## src/rtl/uart_tx.sv

```systemverilog
// UART transmitter: one byte per go/done handshake, serialised LSB first on tx.
// Define UART_TX_PARITY_EN for 8E1 framing (even parity bit before stop); default is 8N1.
module uart_tx #(
    parameter int CLK_FREQ  = 66_000_000,
    parameter int BAUD_RATE = 9600
) (
    input  logic       clk,
    input  logic       rst_n,
    input  logic [7:0] data,
    input  logic       go,
    output logic       tx,
    output logic       done
);

    localparam int BIT_TIME = CLK_FREQ / BAUD_RATE;
    localparam int CW       = (BIT_TIME > 1) ? $clog2(BIT_TIME) : 1;
    localparam logic [CW-1:0] CNT_RELOAD = CW'(BIT_TIME - 1);
    localparam logic [CW-1:0] CNT_ZERO   = CW'(0);
    localparam logic [CW-1:0] CNT_ONE    = CW'(1);
    localparam logic [3:0]    LAST_BIT   = 4'd7;

    typedef enum logic [2:0] {
        IDLE        = 3'd0,
        START_BIT   = 3'd1,
        DATA_BITS   = 3'd2,
`ifdef UART_TX_PARITY_EN
        PARITY_BIT  = 3'd3,
`endif
        STOP_BIT    = 3'd4,
        WAIT_GO_LOW = 3'd5
    } state_t;

`ifdef UART_TX_PARITY_EN
    function automatic logic even_parity(input logic [7:0] b);
        return ^b;
    endfunction
`endif

    state_t          state_r;
    state_t          next_state_s;
    logic [CW-1:0]   bit_counter_r;
    logic [3:0]      bit_count_r;
    logic [7:0]      shift_r;
    logic            tx_r;
    logic            done_r;
    logic            tx_next_s;
    logic            done_next_s;
    logic            bit_tick_s;
`ifdef UART_TX_PARITY_EN
    logic            parity_r;
`endif

    assign bit_tick_s = (bit_counter_r == CNT_ZERO);
    assign tx         = tx_r;
    assign done       = done_r;

    // State register
    always_ff @(posedge clk) begin
        if (!rst_n) begin
            state_r <= IDLE;
        end else begin
            state_r <= next_state_s;
        end
    end

    // Bit timing counter, bit index and shift register; the byte is captured only on accept
    always_ff @(posedge clk) begin
        if (!rst_n) begin
            bit_counter_r <= CNT_ZERO;
            bit_count_r   <= 4'd0;
            shift_r       <= 8'd0;
`ifdef UART_TX_PARITY_EN
            parity_r      <= 1'b0;
`endif
        end else begin
            case (state_r)
                IDLE: begin
                    if (go) begin
                        shift_r       <= data;
                        bit_count_r   <= 4'd0;
                        bit_counter_r <= CNT_RELOAD;
`ifdef UART_TX_PARITY_EN
                        parity_r      <= even_parity(data);
`endif
                    end
                end
                DATA_BITS: begin
                    if (bit_tick_s) begin
                        bit_counter_r <= CNT_RELOAD;
                        shift_r       <= {1'b0, shift_r[7:1]};
                        bit_count_r   <= bit_count_r + 4'd1;
                    end else begin
                        bit_counter_r <= bit_counter_r - CNT_ONE;
                    end
                end
                WAIT_GO_LOW: begin
                    bit_counter_r <= CNT_ZERO;
                end
                default: begin
                    if (bit_tick_s) begin
                        bit_counter_r <= CNT_RELOAD;
                    end else begin
                        bit_counter_r <= bit_counter_r - CNT_ONE;
                    end
                end
            endcase
        end
    end

    // Next-state logic
    always_comb begin
        next_state_s = state_r;
        case (state_r)
            IDLE: begin
                if (go) next_state_s = START_BIT;
                else    next_state_s = IDLE;
            end
            START_BIT: begin
                if (bit_tick_s) next_state_s = DATA_BITS;
                else            next_state_s = START_BIT;
            end
            DATA_BITS: begin
                if (bit_tick_s && (bit_count_r == LAST_BIT)) begin
`ifdef UART_TX_PARITY_EN
                    next_state_s = PARITY_BIT;
`else
                    next_state_s = STOP_BIT;
`endif
                end else begin
                    next_state_s = DATA_BITS;
                end
            end
`ifdef UART_TX_PARITY_EN
            PARITY_BIT: begin
                if (bit_tick_s) next_state_s = STOP_BIT;
                else            next_state_s = PARITY_BIT;
            end
`endif
            STOP_BIT: begin
                if (bit_tick_s) next_state_s = WAIT_GO_LOW;
                else            next_state_s = STOP_BIT;
            end
            WAIT_GO_LOW: begin
                if (!go) next_state_s = IDLE;
                else     next_state_s = WAIT_GO_LOW;
            end
            default: next_state_s = IDLE;
        endcase
    end

    // Output decode; done drops on the same edge that sees go low after done was shown
    always_comb begin
        tx_next_s   = 1'b1;
        done_next_s = 1'b0;
        case (state_r)
            START_BIT: tx_next_s = 1'b0;
            DATA_BITS: tx_next_s = shift_r[0];
`ifdef UART_TX_PARITY_EN
            PARITY_BIT: tx_next_s = parity_r;
`endif
            default:   tx_next_s = 1'b1;
        endcase
        if (state_r == WAIT_GO_LOW) begin
            if (done_r && !go) done_next_s = 1'b0;
            else               done_next_s = 1'b1;
        end else begin
            done_next_s = 1'b0;
        end
    end

    // Registered outputs keep tx and done glitch-free
    always_ff @(posedge clk) begin
        if (!rst_n) begin
            tx_r   <= 1'b1;
            done_r <= 1'b0;
        end else begin
            tx_r   <= tx_next_s;
            done_r <= done_next_s;
        end
    end

endmodule

```

## config.mk

```make
export PLATFORM = sky130hd
export DESIGN_NAME = uart_tx
export DESIGN_NICKNAME = d
export VERILOG_FILES = /design/src/rtl/uart_tx.sv
export SDC_FILE = /design/constraint.sdc
export NUM_CORES = 1
export LEC_CHECK = 0
export ABC_CLOCK_PERIOD_IN_PS = 4650
export BUFFER_PORTS_ARGS = -buffer_cell sky130_fd_sc_hd__buf_2
export CELL_PAD_IN_SITES_DETAIL_PLACEMENT = 0
export CELL_PAD_IN_SITES_GLOBAL_PLACEMENT = 1
export CORE_MARGIN = 3
export CORE_UTILIZATION = 47
export DETAILED_ROUTE_END_ITERATION = 10
export PLACE_DENSITY_LB_ADDON = 0.1
export SLEW_MARGIN = 30
export SYNTH_ARGS = -nofsm -noshare
export SYNTH_HDL_FRONTEND = slang
export SYNTH_SLANG_ARGS = --single-unit
```

## constraint.sdc

```tcl
create_clock -name clk -period 4.65 [get_ports clk]
set_input_delay 1.1625 -clock clk [delete_from_list [all_inputs] [get_ports clk]]
set_output_delay 1.1625 -clock clk [all_outputs]
set_load 0.005 [all_outputs]
```

==> results of run 1 <==
[report_power, final]
group          switching, W  total, W  internal, W
sequential        0.0000301  0.000309     0.000279
clock             0.0000925  0.000218     0.000125
combinational     0.0000859  0.000144    0.0000581
total              0.000209  0.000671     0.000462
[worst reg2reg max path: stages, from the launching register on]
cell and delay [ns]:
dfxtp_1 0.35, inv_1 0.08, ha_1 0.20, nor3b_4 0.37, nand4_4 0.27, o21ai_4 0.44, nor2_1 0.07, a311oi_1 0.25
[registers in the layout (all words and copies together), names as in the netlist]
signal         count
shift_r            8
bit_count_r        4
state_r            3
bit_counter_r     13
done               1
tx                 1
[worst max-delay path by stage]
stage,depth (start not counted),endpoint,slack (ns),startpoint
after floorplan,6,shift_r[6],2.50,go
after global placement,4,tx,2.34,rst_n
after detailed placement,3,shift_r[3],2.28,rst_n
after CTS,7,shift_r[3],2.51,bit_counter_r[0]
after global routing,7,shift_r[3],2.27,bit_counter_r[0]
final,7,shift_r[3],2.51,bit_counter_r[0]
[cells in the mapped netlist, types with 2 or more instances]
cell | number | area, µm²
nor2_1 | 23 | 86.33
a211oi_1 | 2 | 15.01
inv_1 | 4 | 15.01
xor2_1 | 3 | 26.28
nor3_1 | 7 | 35.03
o211ai_1 | 2 | 15.01
nand4b_1 | 2 | 17.52
o21ai_0 | 13 | 65.06
clkbuf_1 | 7 | 26.28
and2_1 | 2 | 12.51
a21oi_1 | 12 | 60.06
xnor2_1 | 2 | 17.52
a31oi_1 | 2 | 12.51
nand4_1 | 2 | 12.51
nand2b_1 | 3 | 18.77
nor4_1 | 4 | 25.02
nor2b_1 | 3 | 18.77
buf_2 | 3 | 15.01
nand2_1 | 28 | 105.1
nand3_1 | 5 | 25.02
ha_1 | 2 | 25.02
a311oi_1 | 6 | 52.55
dfxtp_1 | 30 | 600.6
[through the flow]
step / worst slack, ns / area [µm²] / hold slack (ns) / cells
2_1_floorplan: 2.496 / 1607 / 0.4450 / 197
3_3_place_gp: 2.338 / 1669 / 0.4530 / 242
3_5_place_dp: 2.278 / 1669 / 0.4468 / 242
4_1_cts: 2.507 / 1750 / 0.4662 / 249
5_1_grt: 2.274 / 1750 / 0.4934 / 249
6_report: 2.513 / 1750 / 0.4672 / 249
[area by class of cell]
cell class / instances / share of cell area (%)
clock buffer: 6 / 2.931
clock inverter: 1 / 1.716
inverter: 5 / 1.072
multi-input combinational: 151 / 53.40
sequential: 30 / 34.31
tap: 44 / 3.145
timing repair buffer: 12 / 3.431
[per-layer routing]
layer  track usage, %  wire [µm]  share of wire (%)  vias up
met1            26.62       1783                 46      725
met2            31.44       1732                 45       50
met5                0          0                  0        -
met3            7.626        289                7.4        8
li1                 -          -                  -      734
met4            7.652         79                2.0        0
[kinds of logic (layout without fill, tap and decap cells)]
kind of cell             count (synthesis)  in the layout  share of synthesized area, %
AND/OR/NAND/NOR                         91             91                         30.61
AO/OA/AOI/OAI                           52             52                         22.66
flip-flops                              30             30                         37.38
buffers and inverters                   16             24                         4.439
XOR/XNOR                                 5              5                         2.726
adder cells (fa/ha/maj)                  2              2                         1.557
multiplexers                             1              1                        0.6231
==> out/results.txt, run 1 <==
Status: finished, final reports clean
Setup violators final: 0
I/O pins: 13
Cell Area, Synth: 1607 µm²
Port Buf Inserts: 12
Cell Rows: 20
1st-iter DRT viols: 88
H-tree depth: 2
Wirelength per Cell: 15.60 µm
R2R Setup Slk: 2.51 ns
Reg area: 600.6 µm²
Post-CTS sizing: 0
Most frequent cells in the layout: dfxtp_1 (30), nand2_1 (28), nor2_1 (23)
Via count: 1517
Net count after synthesis: 210
Ant. Diodes: 0
Synth Flop Type: dfxtp_1
Total negative setup slack: 0 ns
Synth async-reset ratio: 0%
Antenna viol nets, final: 0
Final Hold Viols: 0
Reg2Reg Capture Point: shift_r[3]
Hold buffers post-CTS: 0
CTS tree: done
Maxcap violations: 0
GPL Wtd Cong: 0.9182
VDD IR-drop max: 230.1 µV
Clk_lat worst skew: 0.34 ns
Post-CTS Setup Repair Bufs: 0
DR vias/cell: 6.092
Die area: 4156 µm²
Commonest non-fill, non-tap cell in the layout: dfxtp_1
Die Ht: 64.47 µm
Crit path max fanout: 16
Clock buffer depth: 2
Area delta synth->final: 8.956%
Vias in the first global route: 1435
HPWL Detailed: 2.724 mm
Post-synthesis sequential area ratio: 37.38%
Synth unique cells: 53
CP endpoint kind: flop
Number of enable flip-flop cells after synthesis: 0
Starting density of the core: 50.95%
Slew margin rel.: 32.60%
CTS root buf: clkbuf_4
Cells after synthesis: 197
Multi-input logic area: 934.6 µm²
Final Net Count: 218
Register clock-pin slew on the reported worst setup and hold paths: 0.10 ns
RSZ-0062 raised after global routing: false
Layout fillers: 321
Largest net degree at the start of global routing: 20
Setup Skew: 0.01254 ns
Layout cells sized above 1: 14.15%
Hold_sp: done
Startpoint types: flop
CP cell instances: inv_1, ha_1, nor3b_4, nand4_4, o21ai_4, nor2_1, a311oi_1
Global-route wire length before repair: 6.603 mm
Critical path's top delay family: simple AND/OR/NAND/NOR gates
CTS Buf Count: 5
First-pass iteration count of the detailed router: 7
Slowest CP cell: o21ai_4
WL final: 3.884 mm
PwrDens: 383.2 nW/µm²
Core box area: 3153 µm²
Hold Crit Class: flop to flop
F_max: 468.0 MHz
Worst hold path stage count: 1
Synthesis Warnings: 0
R2r startpoint: bit_counter_r[0]
Fin util: 55.52%
Final Slew Violations: 0
Synth Register Bits: 30
Final critical-path required period: 2.137 ns
Static leakage: 0.6605 nW
Crit path kind: flop to flop
Remaining global-route overflow: 0
R2R depth: 7
Worst endpoint data arrival time: 2.37 ns
CP bufs+invs: 1
PnR Total Power: 0.0006708 W
Antenna violations before repair: 0
GR Util All Layers: 20.64%
Syn_area_per_cell: 8.155 µm²
Slowest stage delay, CP: 0.44 ns
Final period utilization: 45.96%
Required @ worst endpoint: 4.89 ns
DRC errors left: 0
Hold Crit Endpoint: done
Worst slew pin tran: 1.002 ns
Die width: 64.47 µm
Clock sink count: 30
(Power assumes the default switching activity.)
==> run 2, diff against run 1 <==
--- a/config.mk
+++ b/config.mk
@@ -5,12 +5,12 @@
 export SDC_FILE = /design/constraint.sdc
 export NUM_CORES = 1
 export LEC_CHECK = 0
-export ABC_CLOCK_PERIOD_IN_PS = 4650
+export ABC_CLOCK_PERIOD_IN_PS = 1950
 export BUFFER_PORTS_ARGS = -buffer_cell sky130_fd_sc_hd__buf_2
 export CELL_PAD_IN_SITES_DETAIL_PLACEMENT = 0
 export CELL_PAD_IN_SITES_GLOBAL_PLACEMENT = 1
 export CORE_MARGIN = 3
-export CORE_UTILIZATION = 47
+export CORE_UTILIZATION = 40
 export DETAILED_ROUTE_END_ITERATION = 10
 export PLACE_DENSITY_LB_ADDON = 0.1
 export SLEW_MARGIN = 30
==> constraint.sdc (replaced) <==
create_clock -name clk -period 1.95 [get_ports clk]
set_input_delay 0.4875 -clock clk [delete_from_list [all_inputs] [get_ports clk]]
set_output_delay 0.4875 -clock clk [all_outputs]
set_load 0.005 [all_outputs]
==> run 2 against run 1 <==
Net effect:
- first-iteration DRC count is 61% higher
- worst hold slack got worse by 0.013 ns
- critical path depth rose by 1
- sequential share of layout area fell by 3.8 points
- sequential power grew 140%
- critical path type unchanged
- largest cell class unchanged
==> out/results.txt, run 2 (synthesis results as in run 1) <==
Final Slew Violations: 0 (unchanged)
Commonest non-fill, non-tap cell in the layout: dfxtp_1
Register bank with the most flops: bit_counter_r
Most frequent cells in the layout: dfxtp_1 (30), nand2_1 (28), nor2_1 (23)
WL final: 4.026 mm (+3.7%)
Crit path max fanout: 7 (-9)
Hold Crit Class: input pin to flop
Hold buffers post-CTS: 0 (unchanged)
Die Ht: 69.38 µm (+7.6%)
Clock sink count: 30 (unchanged)
Fin util: 52.19% (-3.3 points)
Vias in the first global route: 1370 (-4.5%)
Global-route wire length before repair: 6.720 mm (+1.8%)
Largest net degree at the start of global routing: 14 (-30%)
Die area: 4813 µm² (+16%)
Crit path kind: flop to flop
Required @ worst endpoint: 2.13 ns (-2.76 ns)
Critical path's top delay family: simple AND/OR/NAND/NOR gates
Final period utilization: 95.39% (+49 points)
Die width: 69.38 µm (+7.6%)
Startpoint types: flop
Slowest stage delay, CP: 0.34 ns (-0.10 ns)
RSZ-0062 raised after global routing: false
Biggest regs: bit_counter_r (13), shift_r (8), bit_count_r (4)
Slowest CP cell: dfxtp_1
Setup violators final: 0 (unchanged)
Layout cells sized above 1: 23.01% (+8.9 points)
Worst slew pin tran: 0.4230 ns (-0.5787 ns)
GR Util All Layers: 16.89% (-3.7 points)
F_max: 537.6 MHz (+15%)
Antenna viol nets, final: 0 (unchanged)
H-tree depth: 2 (unchanged)
Ant. Diodes: 0 (unchanged)
Clk_lat worst skew: 0.27 ns (-0.07 ns)
Total negative setup slack: 0 ns (unchanged)
I/O pins: 13 (unchanged)
GPL Wtd Cong: 0.8563 (-6.7%)
Via count: 1563 (+3.0%)
HPWL Detailed: 2.898 mm (+6.4%)
Worst endpoint data arrival time: 2.04 ns (-0.33 ns)
PwrDens: 909.6 nW/µm² (+140%)
Status: finished, final reports clean
Starting density of the core: 42.60% (-8.4 points)
Cell Rows: 22 (+10%)
Pre-CTS setup slack: 0.005325 ns (-2.273 ns)
Maxcap violations: 0 (unchanged)
DRC errors left: 0 (unchanged)
VDD IR-drop max: 452.4 µV (+97%)
Final worst slack: 0.08990 ns (-2.423 ns)
CP bufs+invs: 2 (+1)
CTS root buf: clkbuf_8
First-pass iteration count of the detailed router: 4 (-3)
DR vias/cell: 5.704 (-6.4%)
Register clock-pin slew on the reported worst setup and hold paths: 0.07 ns (-0.03 ns)
Max FFs per register: 13 (unchanged)
Final Net Count: 239 (+9.6%)
Port Buf Inserts: 12 (unchanged)
Slew margin rel.: 71.76% (+39 points)
Area delta synth->final: 22.51%
1st-iter DRT viols: 142 (+61%)
CP cell instances: inv_1, ha_1, nor3b_4, nand4_4, o21ai_4, buf_4, nor2_1, a311oi_1
Remaining global-route overflow: 0 (unchanged)
Final critical-path required period: 1.860 ns (-0.2769 ns)
Setup Skew: 0.007488 ns (-0.005049 ns)
CP endpoint kind: flop
Core box area: 3771 µm² (+20%)
CTS tree: done
CTS Buf Count: 5 (unchanged)
Static leakage: 0.7821 nW (+18%)
Wirelength per Cell: 14.69 µm (-5.8%)
Antenna violations before repair: 0 (unchanged)
Final Hold Viols: 0 (unchanged)
Clock buffer depth: 2 (unchanged)
[run 2: cell count changes in the layout (fill, tap and decap cells not counted), sizes merged]
cell | previous run | this run
buf | 12 | 33
[run 2: report_power, final]
| part | internal, W | switching, W | leakage (nW) |
|---|---|---|---|
| combinational | 0.000204 | 0.000226 | 0.478 |
| sequential | 0.000666 | 0.0000629 | 0.247 |
| clock | 0.000408 | 0.000222 | 0.0573 |
| total | 0.00128 | 0.000512 | 0.782 |
[run 2: what timing repair did]
action / 4_1_cts / 5_1_grt
pin swaps: 1 / 0
buffers inserted: 3 / 2
resized for setup: 0 / 2
setup endpoints to repair: 2 / 13
[run 2: metal layers]
layer,track usage (%),share of wire [%]
met1,24.69,49
met2,24.36,44
met3,5.072,6.1
met4,3.688,1.2
met5,0,0
[run 2: worst paths after layout]
kind / slack (ns) / end / depth (start not counted) / from
worst max register to register: 0.09 / shift_r[4] / 8 / bit_counter_r[0]
worst min-delay path: 0.45 / shift_r[7] / 3 / data[7]
worst max-delay path: 0.09 / shift_r[4] / 8 / bit_counter_r[0]
worst min register to register: 0.46 / done / 1 / done
[run 2: area by class of cell]
| cell class | count | area, µm² |
|---|---|---|
| clock buffer | 6 | 82.58 |
| clock inverter | 1 | 30.03 |
| fill | 359 | 1803 |
| inverter | 5 | 18.77 |
| multi-input combinational | 151 | 945.9 |
| sequential | 30 | 600.6 |
| tap | 48 | 60.06 |
| timing repair buffer | 33 | 230.2 |
[run 2: worst min-delay path: stages]
cell	delay, ns
buf_2	0.10
nand2_1	0.04
a21oi_1	0.05
[run 2: through the flow]
stage / instances / cell area (µm²) / hold WS (ns) / total power, W
3_3_place_gp: 262 / 1794 / 0.4370 / 0.001125
2_1_floorplan: 197 / 1607 / 0.4450 / 0.001003
4_1_cts: 272 / 1942 / 0.4459 / 0.001780
5_1_grt: 274 / 1968 / 0.4776 / 0.001894
3_5_place_dp: 262 / 1794 / 0.4440 / 0.001133
6_report: 274 / 1968 / 0.4538 / 0.001790
==> run 3, diff against run 2 <==
--- a/config.mk
+++ b/config.mk
@@ -6,7 +6,7 @@
 export NUM_CORES = 1
 export LEC_CHECK = 0
 export ABC_CLOCK_PERIOD_IN_PS = 1950
-export BUFFER_PORTS_ARGS = -buffer_cell sky130_fd_sc_hd__buf_2
+export BUFFER_PORTS_ARGS = -buffer_cell sky130_fd_sc_hd__clkbuf_2
 export CELL_PAD_IN_SITES_DETAIL_PLACEMENT = 0
 export CELL_PAD_IN_SITES_GLOBAL_PLACEMENT = 1
 export CORE_MARGIN = 3
==> constraint.sdc (replaced) <==
create_clock -name clk -period 1.95 [get_ports clk]
set_input_delay 0.4875 -clock clk [delete_from_list [all_inputs] [get_ports clk]]
set_output_delay 0.4875 -clock clk [all_outputs]
set_load 0.01 [all_outputs]
==> run 3 against run 2 <==
Net effect:
- clock-buffer cell count up 1
- via count down 1.5%
- worst hold slack worse by 0.034 ns
- largest power group unchanged
- critical path depth fell by 1
- worst setup slack improved by 0.042 ns
- final cell count shrank 0.36%
- sequential power hardly changed
- combinational power is 2% lower
==> out/results.txt, run 3 (synthesis results as in run 1) <==
Biggest regs: bit_counter_r (13), shift_r (8), bit_count_r (4)
Crit path kind: flop to flop
CTS root buf: clkbuf_8
Ant. Diodes: 0 (unchanged)
Max FFs per register: 13 (unchanged)
VDD IR-drop max: 427.3 µV (-5.5%)
Antenna viol nets, final: 0 (unchanged)
Global-route wire length before repair: 6.458 mm (-3.9%)
Pre-CTS setup slack: 0.05405 ns (+0.04873 ns)
Port Buf Inserts: 12 (unchanged)
1st-iter DRT viols: 111 (-22%)
Worst hold slack: 0.4194 ns (-0.03443 ns)
GPL Wtd Cong: 0.8916 (+4.1%)
Slew margin rel.: 72.44% (+0.68 points)
Switching Fraction: 31.48% (+2.9 points)
Final worst slack: 0.1314 ns (+0.04153 ns)
Largest net degree at the start of global routing: 17 (+3)
Worst slew pin tran: 0.4129 ns (-0.01015 ns)
Most frequent cells in the layout: dfxtp_1 (30), nand2_1 (28), nor2_1 (23)
First-pass iteration count of the detailed router: 4 (unchanged)
Commonest non-fill, non-tap cell in the layout: dfxtp_1
Final Slew Violations: 0 (unchanged)
F_max: 549.9 MHz (+2.3%)
Total negative setup slack: 0 ns (unchanged)
DRC errors left: 0 (unchanged)
Reg power frac: 43.6% (+2.9 points)
RSZ-0062 raised after global routing: false
Sw power: 0.0005276 W (+3.1%)
Register bank with the most flops: bit_counter_r
Static leakage: 0.7665 nW (-2.0%)
Hold Crit Class: input pin to flop
CTS tree: done
Final period utilization: 93.26% (-2.1 points)
Via count: 1540 (-1.5%)
Clock buffer depth: 2 (unchanged)
Die width: 69.38 µm (unchanged)
Setup Skew: 0.005699 ns (-0.001790 ns)
Die area: 4813 µm² (unchanged)
Logic pwr share: 25.2% (+1.2 points)
Remaining global-route overflow: 0 (unchanged)
Hold buffers post-CTS: 0 (unchanged)
Vias in the first global route: 1340 (-2.2%)
Layout cells sized above 1: 22.22% (-0.79 points)
Finished Layout Cells: 273 (-0.36%)
CTS Buf Count: 5 (unchanged)
Die Ht: 69.38 µm (unchanged)
Register clock-pin slew on the reported worst setup and hold paths: 0.07 ns (about the same)
Startpoint types: flop
I/O pins: 13 (unchanged)
Final Hold Viols: 0 (unchanged)
Starting density of the core: 42.60% (unchanged)
H-tree depth: 2 (unchanged)
Clock sink count: 30 (unchanged)
PwrDens: 867.6 nW/µm² (-4.6%)
Clk_lat worst skew: 0.28 ns (about the same)
WL final: 4.017 mm (-0.22%)
Dpl cells: 261 (-0.38%)
Final critical-path required period: 1.819 ns (-0.04153 ns)
PnR Total Power: 0.001676 W (-6.4%)
Area delta synth->final: 20.25%
Core box area: 3771 µm² (unchanged)
Setup violators final: 0 (unchanged)
Layout fillers: 347 (-3.3%)
CP endpoint kind: flop
Cell Rows: 22 (unchanged)
Wirelength per Cell: 14.71 µm (+0.14%)
Slowest CP cell: dfxtp_1
HPWL Detailed: 2.847 mm (-1.8%)
Status: finished, final reports clean
GR Util All Layers: 16.77% (-0.13 points)
Slowest stage delay, CP: 0.34 ns (about the same)
Final Net Count: 237 (-0.84%)
Clk pwr share: 31.3% (-3.9 points)
Worst endpoint data arrival time: 2.00 ns (-0.04 ns)
Required @ worst endpoint: 2.13 ns (about the same)
Internal power: 0.001148 W (-10%)
Crit path max fanout: 6 (-1)
Antenna violations before repair: 0 (unchanged)
CP cell instances: inv_1, ha_1, nor3b_4, nand2_1, nor4b_2, nor3_1, a41o_1
Maxcap violations: 0 (unchanged)
DR vias/cell: 5.641 (-1.1%)
run 3: cell types whose count changed in the layout (fill, tap and decap cells not counted), sizes merged:
cell	change
buf	-14
bufinv	-1
clkbuf	+13
clkinv	+1
run 3: final timing paths:
check	from	end	slack (ns)	cells after the start
setup / recovery	bit_counter_r[0]	bit_counter_r[10]	0.13	7
hold reg to reg	done	done	0.46	1
hold / removal	data[7]	shift_r[7]	0.42	3
setup reg to reg	bit_counter_r[0]	bit_counter_r[10]	0.13	7
run 3: area by class of cell:
| type | instances | area, µm² | share of cell area (%) |
|---|---|---|---|
| Clock buffer | 7 | 86.33 | 4.469 |
| Clock inverter | 1 | 5.005 | 0.2591 |
| Inverter | 5 | 18.77 | 0.9715 |
| Multi-Input combinational cell | 151 | 945.9 | 48.96 |
| Sequential cell | 30 | 600.6 | 31.09 |
| Tap cell | 48 | 60.06 | 3.109 |
| Timing Repair Buffer | 31 | 215.2 | 11.14 |
run 3: through the flow:
stage	utilization, %	instance area, µm²
CTS	49.80	1878
detailed placement	47.38	1787
global route	51.23	1932
global placement	47.38	1787
finish	51.23	1932
floorplan	-	1607
run 3: metal layers:
layer	track usage (%)	part of all wire, %	up-vias
met5	0	0	-
met4	5.640	1.4	0
met3	5.797	7.6	7
met2	24.15	42	57
met1	23.20	49	709
li1	-	-	767
run 3: power by group through the flow:
stage | sequential, W | clock [W] | combinational [W]
2_1_floorplan | 0.000727 | 0 | 0.000277
3_3_place_gp | 0.000739 | 0 | 0.000382
3_5_place_dp | 0.000740 | 0 | 0.000385
4_1_cts | 0.000727 | 0.000535 | 0.000389
5_1_grt | 0.000738 | 0.000566 | 0.000463
6_report | 0.000730 | 0.000524 | 0.000422
run 3: worst max-delay path, delay by kind of cell (launching register included):
| kind | cells | cell delay, ns |
|---|---|---|
| AND/OR/NAND/NOR | 4 | 0.91 |
| buffers and inverters | 1 | 0.09 |
| AO/OA/AOI/OAI | 1 | 0.20 |
| adder cells (fa/ha/maj) | 1 | 0.20 |
| flip-flops | 1 | 0.34 |
run 3: what timing repair did:
action / 4_1_cts / 5_1_grt
setup buffers: 0 / 4
hold endpoints to repair: 0 / 0
setup endpoints to repair: 0 / 12
gates resized for setup: 0 / 3
